===== config.mk =====
export PLATFORM = sky130hd
export DESIGN_NAME = branch_redirect_flat
export DESIGN_NICKNAME = d
export VERILOG_FILES = /design/src/rtl/branch_redirect_pkg.sv /design/src/rtl/branch_redirect_if.sv /design/src/rtl/branch_target_gen.sv /design/src/rtl/branch_redirect.sv /design/src/flat_wrapper.sv
export SDC_FILE = /design/constraint.sdc
export NUM_CORES = 1
export LEC_CHECK = 0
export CAP_MARGIN = 25
export CORE_UTILIZATION = 50
export CTS_CLUSTER_SIZE = 8
export DETAILED_ROUTE_END_ITERATION = 10
export GPL_ROUTABILITY_DRIVEN = 0
export PLACE_DENSITY = 0.86
export SLEW_MARGIN = 40
export SYNTH_ARGS = -nofsm -noshare
export SYNTH_HDL_FRONTEND = slang
export SYNTH_SLANG_ARGS = --single-unit

===== constraint.sdc =====
create_clock -name clk -period 4.8 [get_ports clk]
set_clock_uncertainty 0.1 [all_clocks]
set_input_delay 0.72 -clock clk [delete_from_list [all_inputs] [get_ports clk]]
set_output_delay 0.72 -clock clk [all_outputs]
set_load 0.02 [all_outputs]

===== src/rtl/branch_redirect_pkg.sv =====
// Shared core constants and state encoding for the Execute-stage branch redirect logic.
package branch_redirect_pkg;

  localparam int XLEN         = 32;
  localparam int FLUSH_CYCLES = 2;
  localparam int FCW          = 2;

  typedef enum logic [1:0] {
    IDLE     = 2'd0,
    REDIRECT = 2'd1,
    FLUSH    = 2'd2
  } state_e;

endpackage


===== src/rtl/branch_redirect_if.sv =====
// Redirect channel from Execute to the Fetch PC mux, plus the Fetch/Decode kill line.
// Handshake: redirect_valid is raised by the master and held, with redirect_pc stable,
// until the cycle redirect_ready is also high; that cycle is the single transfer.
interface branch_redirect_if #(
  parameter int XLEN = 32
) ();
  logic            redirect_valid;
  logic            redirect_ready;
  logic [XLEN-1:0] redirect_pc;
  logic            flush_fd;

  modport master (output redirect_valid, output redirect_pc, output flush_fd, input redirect_ready);
  modport slave  (input redirect_valid, input redirect_pc, input flush_fd, output redirect_ready);
endinterface


===== src/rtl/branch_target_gen.sv =====
// Combinational target adder/mux (jalr > jal/branch) and pc+4 link value.
module branch_target_gen #(
  parameter int XLEN = 32
) (
  input  logic            is_jalr,
  input  logic [XLEN-1:0] pc_de,
  input  logic [XLEN-1:0] imm_de,
  input  logic [XLEN-1:0] rs1data_de,
  output logic [XLEN-1:0] target,
  output logic [XLEN-1:0] link_data
);
  logic [XLEN-1:0] jalr_sum;
  logic [XLEN-1:0] pc_rel;

  assign jalr_sum  = rs1data_de + imm_de;
  assign pc_rel    = pc_de + imm_de;
  // JAL and branches share the pc-relative adder; only JALR drops bit 0.
  assign target    = is_jalr ? {jalr_sum[XLEN-1:1], 1'b0} : pc_rel;
  assign link_data = pc_de + XLEN'(4);
endmodule


===== src/rtl/branch_redirect.sv =====
// Resolves taken jumps/branches, issues the Fetch redirect and times the wrong-path flush.
// Optional BRANCH_MISALIGN_TRAP_EN: targets with bit 1 set trap instead of redirecting.
module branch_redirect #(
  parameter int XLEN         = branch_redirect_pkg::XLEN,
  parameter int FLUSH_CYCLES = branch_redirect_pkg::FLUSH_CYCLES,
  parameter int FCW          = branch_redirect_pkg::FCW
) (
  input  logic                        clk,
  input  logic                        rst_n,
  input  logic                        exec_valid,
  input  logic                        is_branch,
  input  logic                        is_jal,
  input  logic                        is_jalr,
  input  logic                        jump_state_pre,
  input  logic [XLEN-1:0]             pc_de,
  input  logic [XLEN-1:0]             imm_de,
  input  logic [XLEN-1:0]             rs1data_de,
  branch_redirect_if.master           rd,
  output logic                        stall_ex,
  output logic [XLEN-1:0]             link_data,
`ifdef BRANCH_MISALIGN_TRAP_EN
  output logic                        misalign_trap,
  output logic [XLEN-1:0]             misalign_addr,
`endif
  output branch_redirect_pkg::state_e state_dbg
);
  import branch_redirect_pkg::*;

  state_e          state_q, state_d;
  logic [FCW-1:0]  cnt_q, cnt_d;
  logic [XLEN-1:0] pc_q, pc_d;
  logic [XLEN-1:0] target;
  logic            taken;

  // A low is_branch masks jump_state_pre, so an unknown comparator result cannot leak out.
  assign taken = exec_valid & (is_jalr | is_jal | (is_branch & jump_state_pre));

  branch_target_gen #(.XLEN(XLEN)) u_target_gen (
    .is_jalr    (is_jalr),
    .pc_de      (pc_de),
    .imm_de     (imm_de),
    .rs1data_de (rs1data_de),
    .target     (target),
    .link_data  (link_data)
  );

`ifdef BRANCH_MISALIGN_TRAP_EN
  logic            trap_q, trap_d;
  logic [XLEN-1:0] maddr_q, maddr_d;
`endif

  always_ff @(posedge clk or negedge rst_n) begin
    if (!rst_n) begin
      state_q <= IDLE;
      cnt_q   <= '0;
      pc_q    <= '0;
`ifdef BRANCH_MISALIGN_TRAP_EN
      trap_q  <= 1'b0;
      maddr_q <= '0;
`endif
    end else begin
      state_q <= state_d;
      cnt_q   <= cnt_d;
      pc_q    <= pc_d;
`ifdef BRANCH_MISALIGN_TRAP_EN
      trap_q  <= trap_d;
      maddr_q <= maddr_d;
`endif
    end
  end

  always_comb begin
    state_d = state_q;
    cnt_d   = cnt_q;
    pc_d    = pc_q;
`ifdef BRANCH_MISALIGN_TRAP_EN
    trap_d  = 1'b0;
    maddr_d = maddr_q;
`endif
    case (state_q)
      IDLE: begin
        if (taken) begin
`ifdef BRANCH_MISALIGN_TRAP_EN
          if (target[1]) begin
            trap_d  = 1'b1;
            maddr_d = target;
          end else begin
            pc_d    = target;
            state_d = REDIRECT;
          end
`else
          pc_d    = target;
          state_d = REDIRECT;
`endif
        end
      end
      REDIRECT: begin
        if (rd.redirect_ready) begin
          if (FLUSH_CYCLES == 0) begin
            state_d = IDLE;
          end else begin
            cnt_d   = FCW'(FLUSH_CYCLES - 1);
            state_d = FLUSH;
          end
        end
      end
      FLUSH: begin
        if (cnt_q == '0) state_d = IDLE;
        else             cnt_d   = cnt_q - 1'b1;
      end
      default: state_d = IDLE;
    endcase
  end

  always_comb begin
    rd.redirect_valid = (state_q == REDIRECT);
    rd.flush_fd       = (state_q != IDLE);
    stall_ex          = (state_q != IDLE);
    rd.redirect_pc    = pc_q;
    state_dbg         = state_q;
  end

`ifdef BRANCH_MISALIGN_TRAP_EN
  assign misalign_trap = trap_q;
  assign misalign_addr = maddr_q;
`endif
endmodule


===== src/flat_wrapper.sv =====
// flat-port wrapper written by rule: the top's interface ports become plain ports
module branch_redirect_flat import branch_redirect_pkg::*;
#(
  parameter int XLEN         = branch_redirect_pkg::XLEN,
  parameter int FLUSH_CYCLES = branch_redirect_pkg::FLUSH_CYCLES,
  parameter int FCW          = branch_redirect_pkg::FCW
)
  (clk, rst_n, exec_valid, is_branch, is_jal, is_jalr, jump_state_pre, pc_de, imm_de, rs1data_de, stall_ex, link_data, state_dbg, rd_redirect_valid, rd_redirect_pc, rd_flush_fd, rd_redirect_ready);
  branch_redirect_if #(.XLEN(XLEN)) rd_i ();
  input  logic clk;
  input  logic rst_n;
  input  logic exec_valid;
  input  logic is_branch;
  input  logic is_jal;
  input  logic is_jalr;
  input  logic jump_state_pre;
  input  logic [XLEN-1:0] pc_de;
  input  logic [XLEN-1:0] imm_de;
  input  logic [XLEN-1:0] rs1data_de;
  output logic stall_ex;
  output logic [XLEN-1:0] link_data;
  output branch_redirect_pkg::state_e state_dbg;
  output wire logic [$bits(rd_i.redirect_valid)-1:0] rd_redirect_valid;
  output wire logic [$bits(rd_i.redirect_pc)-1:0] rd_redirect_pc;
  output wire logic [$bits(rd_i.flush_fd)-1:0] rd_flush_fd;
  input wire logic [$bits(rd_i.redirect_ready)-1:0] rd_redirect_ready;
  assign rd_redirect_valid = rd_i.redirect_valid;
  assign rd_redirect_pc = rd_i.redirect_pc;
  assign rd_flush_fd = rd_i.flush_fd;
  assign rd_i.redirect_ready = rd_redirect_ready;
  branch_redirect #(.XLEN(XLEN), .FLUSH_CYCLES(FLUSH_CYCLES), .FCW(FCW)) u_core (.clk(clk), .rst_n(rst_n), .exec_valid(exec_valid), .is_branch(is_branch), .is_jal(is_jal), .is_jalr(is_jalr), .jump_state_pre(jump_state_pre), .pc_de(pc_de), .imm_de(imm_de), .rs1data_de(rs1data_de), .rd(rd_i), .stall_ex(stall_ex), .link_data(link_data), .state_dbg(state_dbg));
endmodule

==> out/metrics.yaml <==
setup_path:
  crit_path_frequent_cell: "clkdlybuf4s50_1"
  crit_required_ns: 3.98
  worstPathCellList: "clkdlybuf4s50_1 > nand3_1 > nor2_1 > and3_1 > and4_1 > nor2b_1 > nand2b_1 > or2_2 > xnor2_1 > clkdlybuf4s50_1"
  cp-end-kind: "output port"
  cp_data_arrival_time_ns: 3.77
  max_stage_delay_ns: 0.62
  crit_fanout: 5
  crit_path_start_kind: "input pin"
  slowest_stage: "clkdlybuf4s50_1"
  critPathKind: "in2out"
cts:
  clockRootBuffer: "clkbuf_8"
  clkLatencyLatePin_ns: 0.28
  cts_setup_buffers: 0
  clk_pin_slew_ns: 0.07
  numCtsBuffers: 5
  h-tree-depth: 2
  post_cts_resized: 0
  cts.sinks: 36
  clockBufferDepth: 2
  ctsHoldBuffers: 0
  cts_tree: "yes"
synth:
  yosysTopAreaCell: "dfrtp_1"
  synth_area_um2: 5340
  synth_flop_cell: "dfrtp_1"
  ys_types: 67
  yosysTopAreaCellShare_pct: 16.9
  synth_edf_count: 0
  syn-num-nets: 864
  ys.warnings.count: 0
  synth-async-reset-ratio_pct: 100
  yosysSeqAreaShare_pct: 16.9
  synth_area_leaders: "dfrtp_1, ha_1, xnor2_1"
  synth_seq_cells: 36
  synth_area_per_cell_um2: 7.69
  synthCells: 695
cells_and_area:
  instances_no_fill: 992
  fin_nets: 1024
  fillers: 827
  syn2layout_area_growth_pct: 36.0
  fin_area_um2: 7270
  antenna_cells: 0
  post-route-util_pct: 70.4
  final_cell_mix: "clkdlybuf4s50_1, nand2_1, ha_1"
  layout-drive-gt1-share_pct: 4.09
  final_common_cell: "clkdlybuf4s50_1"
pwr:
  ir_drop_v: 0.000314
  p_sw_share_pct: 43.4
  p_comb_share_pct: 64.3
  clock_power_share_pct: 11.4
  p_per_area_nw_per_um2: 310
  finalPower_mw: 2.25
  seqPwrFrac_pct: 24.3
  netSwitchingPower_uw: 978
  internal_power_mw: 1.27
  power.leakage_nw: 3.12
global_routing:
  grt_pass1_wl_um: 26600
  met3_usage_pct: 2.84
  met1_usage_pct: 37.8
  busiest_layer: "met2"
  antenna_found_initial: 0
  grt_overflow_total: 0
  grt_pass1_vias: 5572
  grtUsageTotal_pct: 29.2
  grtUsageMet2_pct: 53.0
  grt_max_degree: 37
timing:
  fin_crit_sh_pct: 95.5
  fin_tns_setup_ns: 0
  final_hold_viol_count: 0
  rsz0062_at_grt: "no"
  clock.fmax_mhz: 218
  slew_headroom_pct: 53.1
  period_minus_slack_ns: 4.59
  worstMarginPinSlew_ns: 0.702
  drv_slew: 0
  finalSetupViolations: 0
  timing.final.ws_setup_ns: 0.215
  whs_ns: 0.278
route:
  remaining_drc_errors: 0
  routedWlPerCell_um: 16.7
  finalWirelength_um: 16600
  drt-vias-per-instance: 6.01
  firstDrtPassIters: 5
  ant_nets: 0
  drt_iter0_drc: 376
  via_count: 5965
die:
  num_io_pins: 173
  rows: 37
  die_y_um: 105
  core-area_um2: 10300
  floorplan.die.width_um: 105
  initial_core_util_pct: 51.7
  dieArea_um2: 11100
placement:
  placed_cell_area_um2: 7160
  numPortBuffers: 172
  dp_hpwl_um: 13800
  place_ws_ns: 0.231
  dp.cells: 984
run:
  cap_violations: 0
min_path:
  hp-class: "in2async"
run_status:
  status: "complete, no violations"
[routing by layer]
metal	routed length (µm)	share of wire, %
met1	6990	42
met2	8290	50
met3	1130	6.8
met4	197	1.2
met5	0	0
[cell families (layout without fill, tap and decap cells)]
family | count (synthesis) | in the layout | synth area share [%]
DFF | 36 | 36 | 16.9
adders and majority gates | 65 | 65 | 15.5
buffers and inverters | 43 | 204 | 3.40
and+or+nand+nor | 224 | 224 | 19.9
AOI/OAI and AO/OA | 239 | 239 | 29.5
xor gates and xnor gates | 75 | 75 | 12.3
muxes | 13 | 13 | 2.48
[flip-flops by register name, summed over array words and instances (netlist names)]
name,cells
u_core.cnt_q,2
u_core.state_dbg,2
u_core.rd.redirect_pc,32
[power groups by stage]
| stage | Clock [mW] | Sequential [mW] | Combinational (mW) |
|---|---|---|---|
| 2_1_floorplan | 0 | 0.693 | 0.670 |
| 3_3_place_gp | 0 | 0.542 | 1.39 |
| 3_5_place_dp | 0 | 0.552 | 1.43 |
| 4_1_cts | 0.260 | 0.546 | 1.44 |
| 5_1_grt | 0.273 | 0.564 | 1.56 |
| 6_report | 0.256 | 0.547 | 1.45 |
[final cells by class]
type                    instances  area, µm²  share of cell area (%)
multi-input cells             616       4260                    58.6
repair buffers                177       1760                    24.2
flip-flops and latches         36        901                    12.4
well taps                     136        170                    2.34
clock buffers                   6       72.6                   0.999
inverters                      19       71.3                   0.982
clock inverters                 2       35.0                   0.482
[path summary, 6_finish.rpt]
check	cells after the start	start	end	slack, ns
max	10	pc_de[4]	link_data[28]	0.21
min	1	rst_n	u_core.rd.redirect_pc[25]$_DFFE_PN0P_	0.28
max reg2reg	6	u_core.state_dbg[0]$_DFFE_PN0P_	u_core.rd.redirect_pc[28]$_DFFE_PN0P_	2.39
min reg2reg	2	u_core.rd.redirect_pc[0]$_DFFE_PN0P_	u_core.rd.redirect_pc[0]$_DFFE_PN0P_	0.38
max in group asynchronous	1	rst_n	u_core.rd.redirect_pc[18]$_DFFE_PN0P_	4.01
min in group clk	2	u_core.rd.redirect_pc[0]$_DFFE_PN0P_	u_core.rd.redirect_pc[0]$_DFFE_PN0P_	0.38
[cell usage after synthesis, types with 10 or more instances]
cell / instances
a21oi_1: 60
o21ai_0: 60
nor2_1: 58
ha_1: 63
nor3_1: 10
a211oi_1: 10
nand2_1: 69
xor2_1: 31
a21o_1: 29
dfrtp_1: 36
mux2i_1: 11
inv_1: 18
clkbuf_1: 15
nand3_1: 28
xnor2_1: 44
[critical path: cells and delay by family]
kind / cells / cell delay, ns
xor+xnor: 1 / 0.13
buf+inv: 2 / 1.19
simple gates: 7 / 1.72
Note: power is estimated with default switching activity, not from simulation.
